File: config.mk
export PLATFORM = sky130hd
export DESIGN_NAME = seg7_scanner
export DESIGN_NICKNAME = d
export VERILOG_FILES = /design/src/rtl/seg7_scanner.sv
export SDC_FILE = /design/constraint.sdc
export NUM_CORES = 1
export LEC_CHECK = 0
export CORE_MARGIN = 8
export CORE_UTILIZATION = 30
export CTS_BUF_LIST = sky130_fd_sc_hd__clkbuf_8 sky130_fd_sc_hd__clkbuf_16
export DETAILED_ROUTE_END_ITERATION = 10
export PLACE_DENSITY = 0.47
export RECOVER_POWER = 50
export REMOVE_ABC_BUFFERS = 1
export SLEW_MARGIN = 30
export SYNTH_ARGS = -nofsm -noshare
export SYNTH_HDL_FRONTEND = slang
export SYNTH_SLANG_ARGS = --single-unit
File: constraint.sdc
create_clock -name CLK -period 4.37 [get_ports CLK]
set_input_delay 0.6555 -clock CLK [delete_from_list [all_inputs] [get_ports CLK]]
set_output_delay 0.6555 -clock CLK [all_outputs]
set_load 0.02 [all_outputs]
File: src/rtl/seg7_scanner.sv
// seg7_scanner: time-multiplexed 7-segment display driver.
// A divided scan clock (TICK) steps through DIGITS digits. Each frame, the hex
// word and decimal points are latched. Segments and anodes are active-low. After
// each digit change, the anodes stay off for GUARD cycles to suppress ghosting.
// Optional build macro SEG7_LEADING_ZERO_BLANK_EN blanks leading zero digits.
module seg7_scanner #(
  parameter int DIGITS = 4,
  parameter int GUARD  = 2
) (
  input  logic                  CLK,
  input  logic                  RST,
  input  logic                  TICK,
  input  logic [4*DIGITS-1:0]   DATA,
  input  logic [DIGITS-1:0]     DP,
  output logic [6:0]            SEG,
  output logic                  SEG_DP,
  output logic [DIGITS-1:0]     AN,
  output logic                  FRAME
);

  localparam int IW = $clog2(DIGITS);
  localparam logic [IW-1:0]     LAST    = IW'(DIGITS - 1);
  localparam logic [3:0]        GUARD_L = 4'(GUARD);
  localparam logic [DIGITS-1:0] ONE     = DIGITS'(1);

  // Hex nibble to active-low segments {g,f,e,d,c,b,a}
  function automatic logic [6:0] dec(input logic [3:0] n);
    logic [6:0] s;
    case (n)
      4'h0: s = 7'b1000000;
      4'h1: s = 7'b1111001;
      4'h2: s = 7'b0100100;
      4'h3: s = 7'b0110000;
      4'h4: s = 7'b0011001;
      4'h5: s = 7'b0010010;
      4'h6: s = 7'b0000010;
      4'h7: s = 7'b1111000;
      4'h8: s = 7'b0000000;
      4'h9: s = 7'b0010000;
      4'hA: s = 7'b0001000;
      4'hB: s = 7'b0000011;
      4'hC: s = 7'b1000110;
      4'hD: s = 7'b0100001;
      4'hE: s = 7'b0000110;
      default: s = 7'b0001110;
    endcase
    return s;
  endfunction

  logic                s1_q, s2_q, s3_q, rise_q;
  logic [IW-1:0]       idx_q, idx_d;
  logic [4*DIGITS-1:0] sh_data_q, sh_data_d;
  logic [DIGITS-1:0]   sh_dp_q, sh_dp_d;
  logic [3:0]          gcnt_q, gcnt_d;
  logic [6:0]          seg_q, seg_d;
  logic                seg_dp_q, seg_dp_d;
  logic [DIGITS-1:0]   an_q, an_d;
  logic                frame_q, frame_d;

  logic                wrap;
  logic [IW-1:0]       nxt_idx;
  int unsigned         nxt_u;
  logic [4*DIGITS-1:0] act_data;
  logic [DIGITS-1:0]   act_dp;
  logic [3:0]          nib;
  logic [6:0]          seg_new;
  logic [DIGITS-1:0]   an_new;

  // Synchronise TICK and register its rising edge. The registered pulse
  // places the digit step three edges after TICK is first sampled high.
  always_ff @(posedge CLK or posedge RST) begin
    if (RST) begin
      s1_q   <= 1'b0;
      s2_q   <= 1'b0;
      s3_q   <= 1'b0;
      rise_q <= 1'b0;
    end else begin
      s1_q   <= TICK;
      s2_q   <= s1_q;
      s3_q   <= s2_q;
      rise_q <= s2_q & ~s3_q;
    end
  end

  // Decode of the digit about to be selected. At wrap, DATA and DP are used
  // directly so that digit 0 shows the frame that is being latched.
  always_comb begin
    wrap     = (idx_q == LAST);
    nxt_idx  = wrap ? '0 : idx_q + 1'b1;
    nxt_u    = 32'(nxt_idx);
    act_data = wrap ? DATA : sh_data_q;
    act_dp   = wrap ? DP : sh_dp_q;
    nib      = act_data[nxt_u*4 +: 4];
    seg_new  = dec(nib);
`ifdef SEG7_LEADING_ZERO_BLANK_EN
    begin
      logic upper_zero;
      upper_zero = 1'b1;
      for (int unsigned j = 0; j < DIGITS; j++) begin
        if (j >= nxt_u && act_data[j*4 +: 4] != 4'h0) upper_zero = 1'b0;
      end
      // The decimal-point request comes from the active (frame-coherent) DP.
      if (nxt_u != 0 && upper_zero && !act_dp[nxt_idx]) seg_new = '1;
    end
`endif
    an_new = ~(ONE << nxt_idx);
  end

  // Digit step, frame latch and guard-interval sequencing
  always_comb begin
    idx_d     = idx_q;
    sh_data_d = sh_data_q;
    sh_dp_d   = sh_dp_q;
    gcnt_d    = gcnt_q;
    seg_d     = seg_q;
    seg_dp_d  = seg_dp_q;
    an_d      = an_q;
    frame_d   = 1'b0;
    if (rise_q) begin
      idx_d    = nxt_idx;
      seg_d    = seg_new;
      seg_dp_d = ~act_dp[nxt_idx];
      gcnt_d   = GUARD_L;
      an_d     = (GUARD == 0) ? an_new : '1;
      if (wrap) begin
        sh_data_d = DATA;
        sh_dp_d   = DP;
        frame_d   = 1'b1;
      end
    end else if (gcnt_q != 4'd0) begin
      gcnt_d = gcnt_q - 4'd1;
      // Enable the anode on the same edge the counter reaches zero.
      if (gcnt_q == 4'd1) an_d = ~(ONE << idx_q);
    end
  end

  // Display state registers
  always_ff @(posedge CLK or posedge RST) begin
    if (RST) begin
      idx_q     <= '0;
      sh_data_q <= '0;
      sh_dp_q   <= '0;
      gcnt_q    <= '0;
      seg_q     <= '1;
      seg_dp_q  <= 1'b1;
      an_q      <= '1;
      frame_q   <= 1'b0;
    end else begin
      idx_q     <= idx_d;
      sh_data_q <= sh_data_d;
      sh_dp_q   <= sh_dp_d;
      gcnt_q    <= gcnt_d;
      seg_q     <= seg_d;
      seg_dp_q  <= seg_dp_d;
      an_q      <= an_d;
      frame_q   <= frame_d;
    end
  end

  assign SEG    = seg_q;
  assign SEG_DP = seg_dp_q;
  assign AN     = an_q;
  assign FRAME  = frame_q;

endmodule

==> metrics.cfg, run 1 <==
[cts]
clockBufferDepth=2
cts_setup_buffers=0
cts_tree=yes
clk_pin_slew_worst_paths_ns=0.09
numClockSinks=43
clock_latency_ns=0.30
cts_hold_buf=0
cts.htree.levels=2
clockRootBuffer=clkbuf_8
ctsResizeCount=0
numCtsBuffers=5

[timing]
layout_setup_ws_ns=1.26
rsz0062_at_grt=false
post-route-period-util_pct=71.1
max_freq_ghz=0.322
tightest_slew_ns=2.34
final.setup_skew_ns=0.00409
fin_setup_tns_ns=0
finalSetupViolations=0
drv_slew=44
hold_viol=0
timing.hold.ws_ns=0.360
fin_crit_ns=3.11
max-slew-margin-rel_pct=-55.9

[finish]
layout_commonest_cell=clkdlybuf4s50_1
drive_above_1_share_pct=23.7
antenna_cells=0
multiInputGateArea_sq_mm=0.00105
seq_area_sq_mm=0.00109
fin_nets=258
fin_cells=323
n_fill_cell=733
area_growth_pct=24.0
layout_common_cells=clkdlybuf4s50_1, dfrtp_1, mux2_2

[run_status]
violations=capacitance limit, slew limit
status=complete, but fails checks

[setup_path]
worstSetupPathType=register to register
cp.arrival_ns=3.36
crit_top_cell=ha_1
slowest_stage=dfrtp_1
start_kind=register
cp_max_fo=17
cp_num_buf_inv=1
worst_path_largest_cell_delay_ns=0.72
cp_cell_sequence=ha_1 -> nor3b_1 -> o31ai_1 -> o21a_1 -> inv_1 -> ha_1 -> mux2_1 -> mux2i_1 -> mux2_2
critPathRequiredTime_ns=4.62
cp-end-kind=register
critical_path.top_delay_family=adder cells

[routing]
vias=1456
wire_per_inst_um=13.9
drc=0
initialDrtViolationCount=26
drtPass1Iterations=4
routed_via_density=4.51
drt-total-wl_mm=4.48
detail-route-antenna-nets=0

[global_routing]
grt_max_degree=44
grt_overflow=0
antenna_found_initial=0
grt_first_pass_wirelength_mm=7.42
grt_use_total_pct=9.10
first_global_vias=1479

[floorplan]
start_util_pct=31.0
die_area_sq_mm=0.0105
coreArea_sq_mm=0.00725
io_pins=36
num_rows=31
die_y_um=103
die_w_um=103

[placement]
placed_cells=315
io_buffers=35
dp_slack_ns=1.21
gp_routability_congestion=0.682
hpwl_mm=3.16

[synthesis]
synth_area_leaders=dfrtp_1, dfstp_2, mux2_2
syn-instance-count=190
synth_edf_count=0
synth_top_cell_area_share_pct=34.5
yosysTopAreaCell=dfrtp_1
ys.flop_type=dfrtp_1
seq_area_frac_synth_pct=48.5
avgSynthCellArea_sq_um=11.8
yosysWarnings=0
netlist_area_sq_mm=0.00225
synth-async-reset-ratio_pct=100
yosysUniqueCellTypes=39
ys_seq_elements=43

[power_and_ir_drop]
power.density_mw_per_mm2=826
ir_worst_vdd_uv=207
power_mw=2.31
leakage_nw=1.20

[run]
maxCapViolCount=1

[worst_hold_path]
min_path_type=register to register

[power by group]
part	switching (mW)	internal, mW	total, mW
combinational	0.619	0.630	1.25
clock	0.146	0.188	0.334
sequential	0.111	0.611	0.722
total	0.876	1.43	2.31
[final cells by class]
class	instances	share of cell area [%]
clock inverters	2	1.39
flip-flops and latches	43	39.1
well taps	99	4.44
repair buffers	37	13.0
multi-input cells	124	37.5
inverters	12	1.61
clock buffers	6	2.96
[path summary, 6_finish.rpt]
kind	from	endpoint	slack [ns]	depth (start not counted)
min in group asynchronous	RST	s1_q	1.65	3
setup reg to reg	idx_q[0]	SEG[3]	1.26	9
hold / removal	s1_q	s2_q	0.36	0
setup / recovery	idx_q[0]	SEG[3]	1.26	9
hold reg to reg	s1_q	s2_q	0.36	0
max in group asynchronous	RST	sh_data_q[1]	1.39	3
[cell usage after synthesis, drive strengths merged, types with 2 or more instances]
cell type / number
a211o: 4
a21oi: 7
a2bb2oi: 2
buf: 7
clkbuf: 4
dfrtp: 31
dfstp: 12
ha: 12
inv: 12
mux2: 28
mux2i: 8
mux4: 3
nand2: 11
nor2: 17
nor2b: 4
nor3: 4
nor3b: 3
o21ai: 7
[cells by family (layout without fill, tap and decap cells)]
| logic type | after synthesis | in the layout | synth area share, % |
|---|---|---|---|
| AND/OR/NAND/NOR | 44 | 44 | 9.68 |
| flip-flops | 43 | 43 | 48.5 |
| multiplexers | 39 | 39 | 20.9 |
| AO/OA/AOI/OAI | 28 | 28 | 8.90 |
| buffers and inverters | 23 | 57 | 4.95 |
| adder cells (fa/ha/maj) | 12 | 12 | 6.67 |
| XOR/XNOR | 1 | 1 | 0.389 |
[through the flow]
| stage | cell area [sq um] | util (%) |
|---|---|---|
| 4_1_cts | 2790 | 38.5 |
| 6_report | 2790 | 38.5 |
| 5_1_grt | 2790 | 38.5 |
| 3_3_place_gp | 2670 | 36.8 |
| 2_1_floorplan | 2180 | - |
| 3_5_place_dp | 2670 | 36.8 |
[state kept, by name, indices dropped and copies added, names as in the netlist, 2 cells and up]
| register | cells |
|---|---|
| sh_data_q | 16 |
| SEG | 7 |
| AN | 4 |
| gcnt_q | 4 |
| sh_dp_q | 4 |
| idx_q | 2 |
[per-layer routing]
| layer | up-vias | track usage, % | share of wire, % |
|---|---|---|---|
| met4 | 0 | 3.39 | 1.4 |
| met1 | 693 | 12.4 | 50 |
| met3 | 8 | 3.38 | 6.2 |
| met2 | 32 | 12.6 | 42 |
| met5 | - | 0 | 0 |
| li1 | 723 | - | - |
Power figures use the tool's default switching activity.
==> run 2: changes to the inputs <==
==> constraint.sdc (replaced) <==
create_clock -name CLK -period 2.9 [get_ports CLK]
set_input_delay 0.435 -clock CLK [delete_from_list [all_inputs] [get_ports CLK]]
set_output_delay 0.435 -clock CLK [all_outputs]
set_load 0.02 [all_outputs]
==> metrics.cfg, run 2 (synthesized netlist as in run 1, its figures left out) <==
[floorplan]
die_area_sq_mm=0.0105  ; unchanged
coreArea_sq_mm=0.00725  ; unchanged
die_w_um=103  ; unchanged
num_rows=31  ; unchanged
start_util_pct=31.0  ; unchanged
io_pins=36  ; unchanged
die_y_um=103  ; unchanged

[power_and_ir_drop]
leakage_nw=1.23  ; +1.8%
p_comb_share_pct=56.2  ; +2.0 points
power_switching_mw=1.30  ; +49%
intPower_mw=2.16  ; +51%
clkPwrFrac_pct=13.0  ; -1.5 points
swShare_pct=37.7  ; -0.33 points
seqPwrFrac_pct=30.8  ; -0.5 points
ir_worst_vdd_uv=459  ; +120%
power.density_mw_per_mm2=1230  ; +49%
power_mw=3.46  ; +50%

[run_status]
status=completed

[cts]
clk_pin_slew_worst_paths_ns=0.08  ; about the same
numClockSinks=43  ; unchanged
cts.htree.levels=2  ; unchanged
clockBufferDepth=2  ; unchanged
cts_tree=yes
cts_hold_buf=0  ; unchanged
cts_setup_buffers=0  ; unchanged
ctsResizeCount=0  ; unchanged
clockRootBuffer=clkbuf_8
numCtsBuffers=5  ; unchanged
clock_latency_ns=0.29  ; about the same

[finish]
drive_above_1_share_pct=24.6  ; +0.90 points
layout_commonest_cell=clkdlybuf4s50_1
regMostFlops=sh_data_q
n_fill_cell=723  ; -1.4%
fin_nets=262  ; +1.6%
layout_common_cells=clkdlybuf4s50_1, dfrtp_1, mux2_2
area_growth_pct=24.7
antenna_cells=0  ; unchanged
largest_register_ffs=16  ; unchanged

[setup_path]
r2r_setup_slack_ns=0.23  ; -1.03 ns
worstSetupPathType=register to register
cp-end-kind=register
critPathRequiredTime_ns=3.13  ; -1.49 ns
cp.arrival_ns=2.90  ; -0.46 ns
start_kind=register
r2r_cells=9  ; unchanged
cp_max_fo=13  ; -4

[global_routing]
grt_overflow=0  ; unchanged
grt_use_total_pct=9.02  ; -0.083 points
first_global_vias=1542  ; +4.3%
antenna_found_initial=0  ; unchanged
grt_max_degree=44  ; unchanged
grt_first_pass_wirelength_mm=7.49  ; +1.0%

[timing]
max-slew-margin-rel_pct=28.5  ; +84 points
timing.hold.ws_ns=0.353  ; -0.00620 ns
post-route-period-util_pct=92.0  ; +21 points
hold_viol=0  ; unchanged
final.setup_skew_ns=0.00677  ; +0.00269 ns
max_freq_ghz=0.375  ; +17%
drv_slew=0  ; -100%
fin_crit_ns=2.67  ; -0.441 ns
rsz0062_at_grt=false
finalSetupViolations=0  ; unchanged
tightest_slew_ns=1.07  ; -1.27 ns
fin_setup_tns_ns=0  ; unchanged

[placement]
hpwl_mm=3.18  ; +0.39%
io_buffers=35  ; unchanged
gp_routability_congestion=0.719  ; +5.5%

[routing]
drc=0  ; unchanged
wire_per_inst_um=13.4  ; -3.4%
vias=1451  ; -0.34%
initialDrtViolationCount=60  ; +130%
drt-total-wl_mm=4.39  ; -2.2%
routed_via_density=4.44  ; -1.6%
drtPass1Iterations=4  ; unchanged
detail-route-antenna-nets=0  ; unchanged

[worst_hold_path]
min_path_cells=0  ; unchanged
min_path_type=register to register

[run]
maxCapViolCount=0  ; -1

==> run 2: cell types whose count changed in the layout (fill, tap and decap cells not counted), sizes merged <==
cell | previous run | this run
inv | 13 | 14
clkbuf | 7 | 6
buf | 1 | 5
==> run 2: layer usage <==
layer  GRT usage (%)  part of all wire, %  up-vias
li1                -                    -      729
met3            3.51                  6.6        2
met2            13.9                   44       29
met1            11.5                   49      691
met4            2.37                 0.36        0
met5               0                    0        -
==> run 2: worst max-delay path: stages (launching register included) <==
cell and delay [ns]:
dfrtp_1 0.44, ha_1 0.37, nor2b_1 0.19, o31ai_1 0.34, o21a_1 0.27, inv_1 0.12, ha_1 0.30, mux2_1 0.30
mux2i_1 0.12, mux2_2 0.16
==> run 2: final cells by class <==
class / instances / area, sq um / share of cell area [%]
clock inverter: 3 / 37.5 / 1.34
sequential: 43 / 1090 / 38.9
timing repair buffer: 41 / 393 / 14.0
tap: 99 / 124 / 4.41
inverter: 12 / 45.0 / 1.60
multi-input combinational: 124 / 1050 / 37.3
clock buffer: 5 / 68.8 / 2.45
==> run 2: final timing paths <==
path / start / to
max: idx_q[0] / SEG[3]
min: s1_q / s2_q
max reg2reg: idx_q[0] / SEG[3]
min reg2reg: s1_q / s2_q
max in group asynchronous: RST / sh_data_q[0]
min in group asynchronous: RST / sh_data_q[12]
==> run 2: stage by stage <==
step	utilization, %	instance area [sq um]	std cells	setup slack (ns)
after floorplan	-	2180	179	0.253
after global placement	37.3	2700	319	0.299
after detailed placement	37.3	2700	319	0.227
after CTS	38.7	2810	327	0.227
after global routing	38.7	2810	327	0.0341
final	38.7	2810	327	0.233
==> run 2: power groups by stage <==
stage,Combinational (mW),Sequential [mW],Clock (mW)
2_1_floorplan,1.33,1.17,0
3_3_place_gp,1.96,1.08,0
3_5_place_dp,1.96,1.08,0
4_1_cts,1.98,1.07,0.473
5_1_grt,2.16,1.10,0.504
6_report,1.94,1.07,0.450
==> run 3: changes to the inputs <==
--- a/config.mk
+++ b/config.mk
@@ -6,10 +6,10 @@
 export NUM_CORES = 1
 export LEC_CHECK = 0
 export CORE_MARGIN = 8
-export CORE_UTILIZATION = 30
+export CORE_UTILIZATION = 53
 export CTS_BUF_LIST = sky130_fd_sc_hd__clkbuf_8 sky130_fd_sc_hd__clkbuf_16
 export DETAILED_ROUTE_END_ITERATION = 10
-export PLACE_DENSITY = 0.47
+export PLACE_DENSITY = 0.76
 export RECOVER_POWER = 50
 export REMOVE_ABC_BUFFERS = 1
 export SLEW_MARGIN = 30
==> metrics.cfg, run 3 (synthesized netlist as in run 1, its figures left out) <==
[finish]
drive_above_1_share_pct=25.6  ; +0.99 points
largest_register_ffs=16  ; unchanged
area_growth_pct=21.7
layout_common_cells=clkdlybuf4s50_1, dfrtp_1, mux2_2
n_fill_cell=306  ; -58%
antenna_cells=0  ; unchanged
fin_nets=261  ; -0.38%
layout_commonest_cell=clkdlybuf4s50_1
regMostFlops=sh_data_q

[power_and_ir_drop]
swShare_pct=39.1  ; +1.5 points
intPower_mw=2.11  ; -1.9%
ir_worst_vdd_uv=555  ; +21%
power_switching_mw=1.36  ; +4.3%
power.density_mw_per_mm2=1270  ; +2.9%
clkPwrFrac_pct=12.0  ; -1.0 points
p_comb_share_pct=56.9  ; +0.7 points
leakage_nw=1.21  ; -1.4%
seqPwrFrac_pct=31.0  ; +0.2 points

[worst_hold_path]
min_path_type=register to register
hold_start=s1_q

[floorplan]
io_pins=36  ; unchanged
start_util_pct=55.4  ; +24 points
coreArea_sq_mm=0.00406  ; -44%
die_y_um=81.2  ; -21%
die_w_um=81.2  ; -21%
die_area_sq_mm=0.00659  ; -37%
num_rows=23  ; -26%

[setup_path]
crit_start=idx_q[0]
worst_path_largest_cell_delay_ns=0.49  ; +0.05 ns
critPathRequiredTime_ns=3.15  ; +0.02 ns
cp_cell_sequence=inv_1 -> ha_1 -> inv_1 -> o31ai_1 -> o21a_1 -> inv_1 -> ha_1 -> mux2_1 -> mux2i_1 -> mux2_2
slowest_stage=dfrtp_1
rr_startpoint=idx_q[0]
cp.arrival_ns=2.94  ; +0.04 ns
cp_max_fo=7  ; -6
crit_top_cell=inv_1
start_kind=register
worstSetupPathType=register to register
critical_path.top_delay_family=adder cells
cp_num_buf_inv=3  ; +2
cp-end-kind=register

[timing]
max_freq_ghz=0.372  ; -0.82%
finalSetupViolations=0  ; unchanged
rsz0062_at_grt=false
fin_crit_ns=2.69  ; +0.0221 ns
fin_setup_tns_ns=0  ; unchanged
layout_setup_ws_ns=0.211  ; -0.0221 ns
max-slew-margin-rel_pct=31.8  ; +3.3 points
post-route-period-util_pct=92.7  ; +0.76 points
final.setup_skew_ns=0.00457  ; -0.00220 ns
hold_viol=0  ; unchanged
tightest_slew_ns=1.02  ; -0.0500 ns
drv_slew=0  ; unchanged

[placement]
dp_slack_ns=0.172  ; -0.0552 ns
gp_routability_congestion=0.909  ; +26%
io_buffers=35  ; unchanged
hpwl_mm=3.25  ; +2.5%

[cts]
numCtsBuffers=5  ; unchanged
numClockSinks=43  ; unchanged
clockRootBuffer=clkbuf_8
clk_pin_slew_worst_paths_ns=0.08  ; about the same
cts_tree=yes
cts.htree.levels=2  ; unchanged
clock_latency_ns=0.30  ; about the same
cts_hold_buf=0  ; unchanged
cts_setup_buffers=0  ; unchanged
clockBufferDepth=2  ; unchanged

[routing]
detail-route-antenna-nets=0  ; unchanged
drt-total-wl_mm=4.50  ; +2.6%
drc=0  ; unchanged
initialDrtViolationCount=105  ; +75%
routed_via_density=5.46  ; +23%
met2_length_mm=2.26  ; +17%
top_layer_used=met4
wire_per_inst_um=16.2  ; +21%
drtPass1Iterations=4  ; unchanged
wl_met1_mm=1.92  ; -11%
vias=1513  ; +4.3%
wl_met3_um=239  ; -18%

[global_routing]
grt_use_total_pct=15.0  ; +5.9 points
first_global_vias=1638  ; +6.2%
grt_first_pass_wirelength_mm=7.64  ; +1.9%
grt_overflow=0  ; unchanged
antenna_found_initial=0  ; unchanged
grt_max_degree=44  ; unchanged

[run]
maxCapViolCount=0  ; unchanged

[run_status]
status=completed

## run 3: final cells by class
class | instances | area (sq um) | share of cell area (%)
Tap cell | 50 | 62.6 | 2.28
Multi-Input combinational cell | 124 | 1050 | 38.4
Sequential cell | 43 | 1090 | 39.8
Clock inverter | 1 | 7.51 | 0.274
Clock buffer | 7 | 96.3 | 3.52
Inverter | 12 | 45.0 | 1.64
Timing Repair Buffer | 40 | 385 | 14.1
## run 3: timing repair
item                                    4_1_cts  5_1_grt
hold endpoints to repair                      0        0
endpoints found under the setup margin        0        3
resized for setup                             0        1
## run 3: through the flow
step / power [mW] / util, % / cell area [sq um] / std cells / hold WS [ns]
3_3_place_gp: 2.91 / 64.9 / 2630 / 269 / 0.335
3_5_place_dp: 3.03 / 64.9 / 2630 / 269 / 0.355
6_report: 3.47 / 67.5 / 2740 / 277 / 0.369
5_1_grt: 3.72 / 67.5 / 2740 / 277 / 0.374
4_1_cts: 3.48 / 67.5 / 2740 / 277 / 0.373
2_1_floorplan: 2.50 / - / 2180 / 179 / 0.331
## run 3: final timing paths
check                             endpoint  slack, ns  depth (start not counted)
worst max register to register      SEG[3]       0.21                         10
worst max-delay path                SEG[3]       0.21                         10
worst min-delay path                  s2_q       0.37                          0
worst min register to register        s2_q       0.37                          0
min in group asynchronous       sh_dp_q[1]       0.88                          3
max in group asynchronous        gcnt_q[3]       1.39                          3
## run 3: power groups by stage
stage	Sequential (mW)	Combinational (mW)	Clock, mW
after floorplan	1.17	1.33	0
after global placement	1.07	1.84	0
after detailed placement	1.09	1.94	0
after CTS	1.08	1.97	0.433
after global routing	1.11	2.16	0.453
final	1.08	1.98	0.418
## run 3: layer usage
layer	GRT usage, %	vias up
met3	5.19	6
met1	17.9	748
met4	7.32	0
li1	-	727
met2	23.6	32
met5	0	-
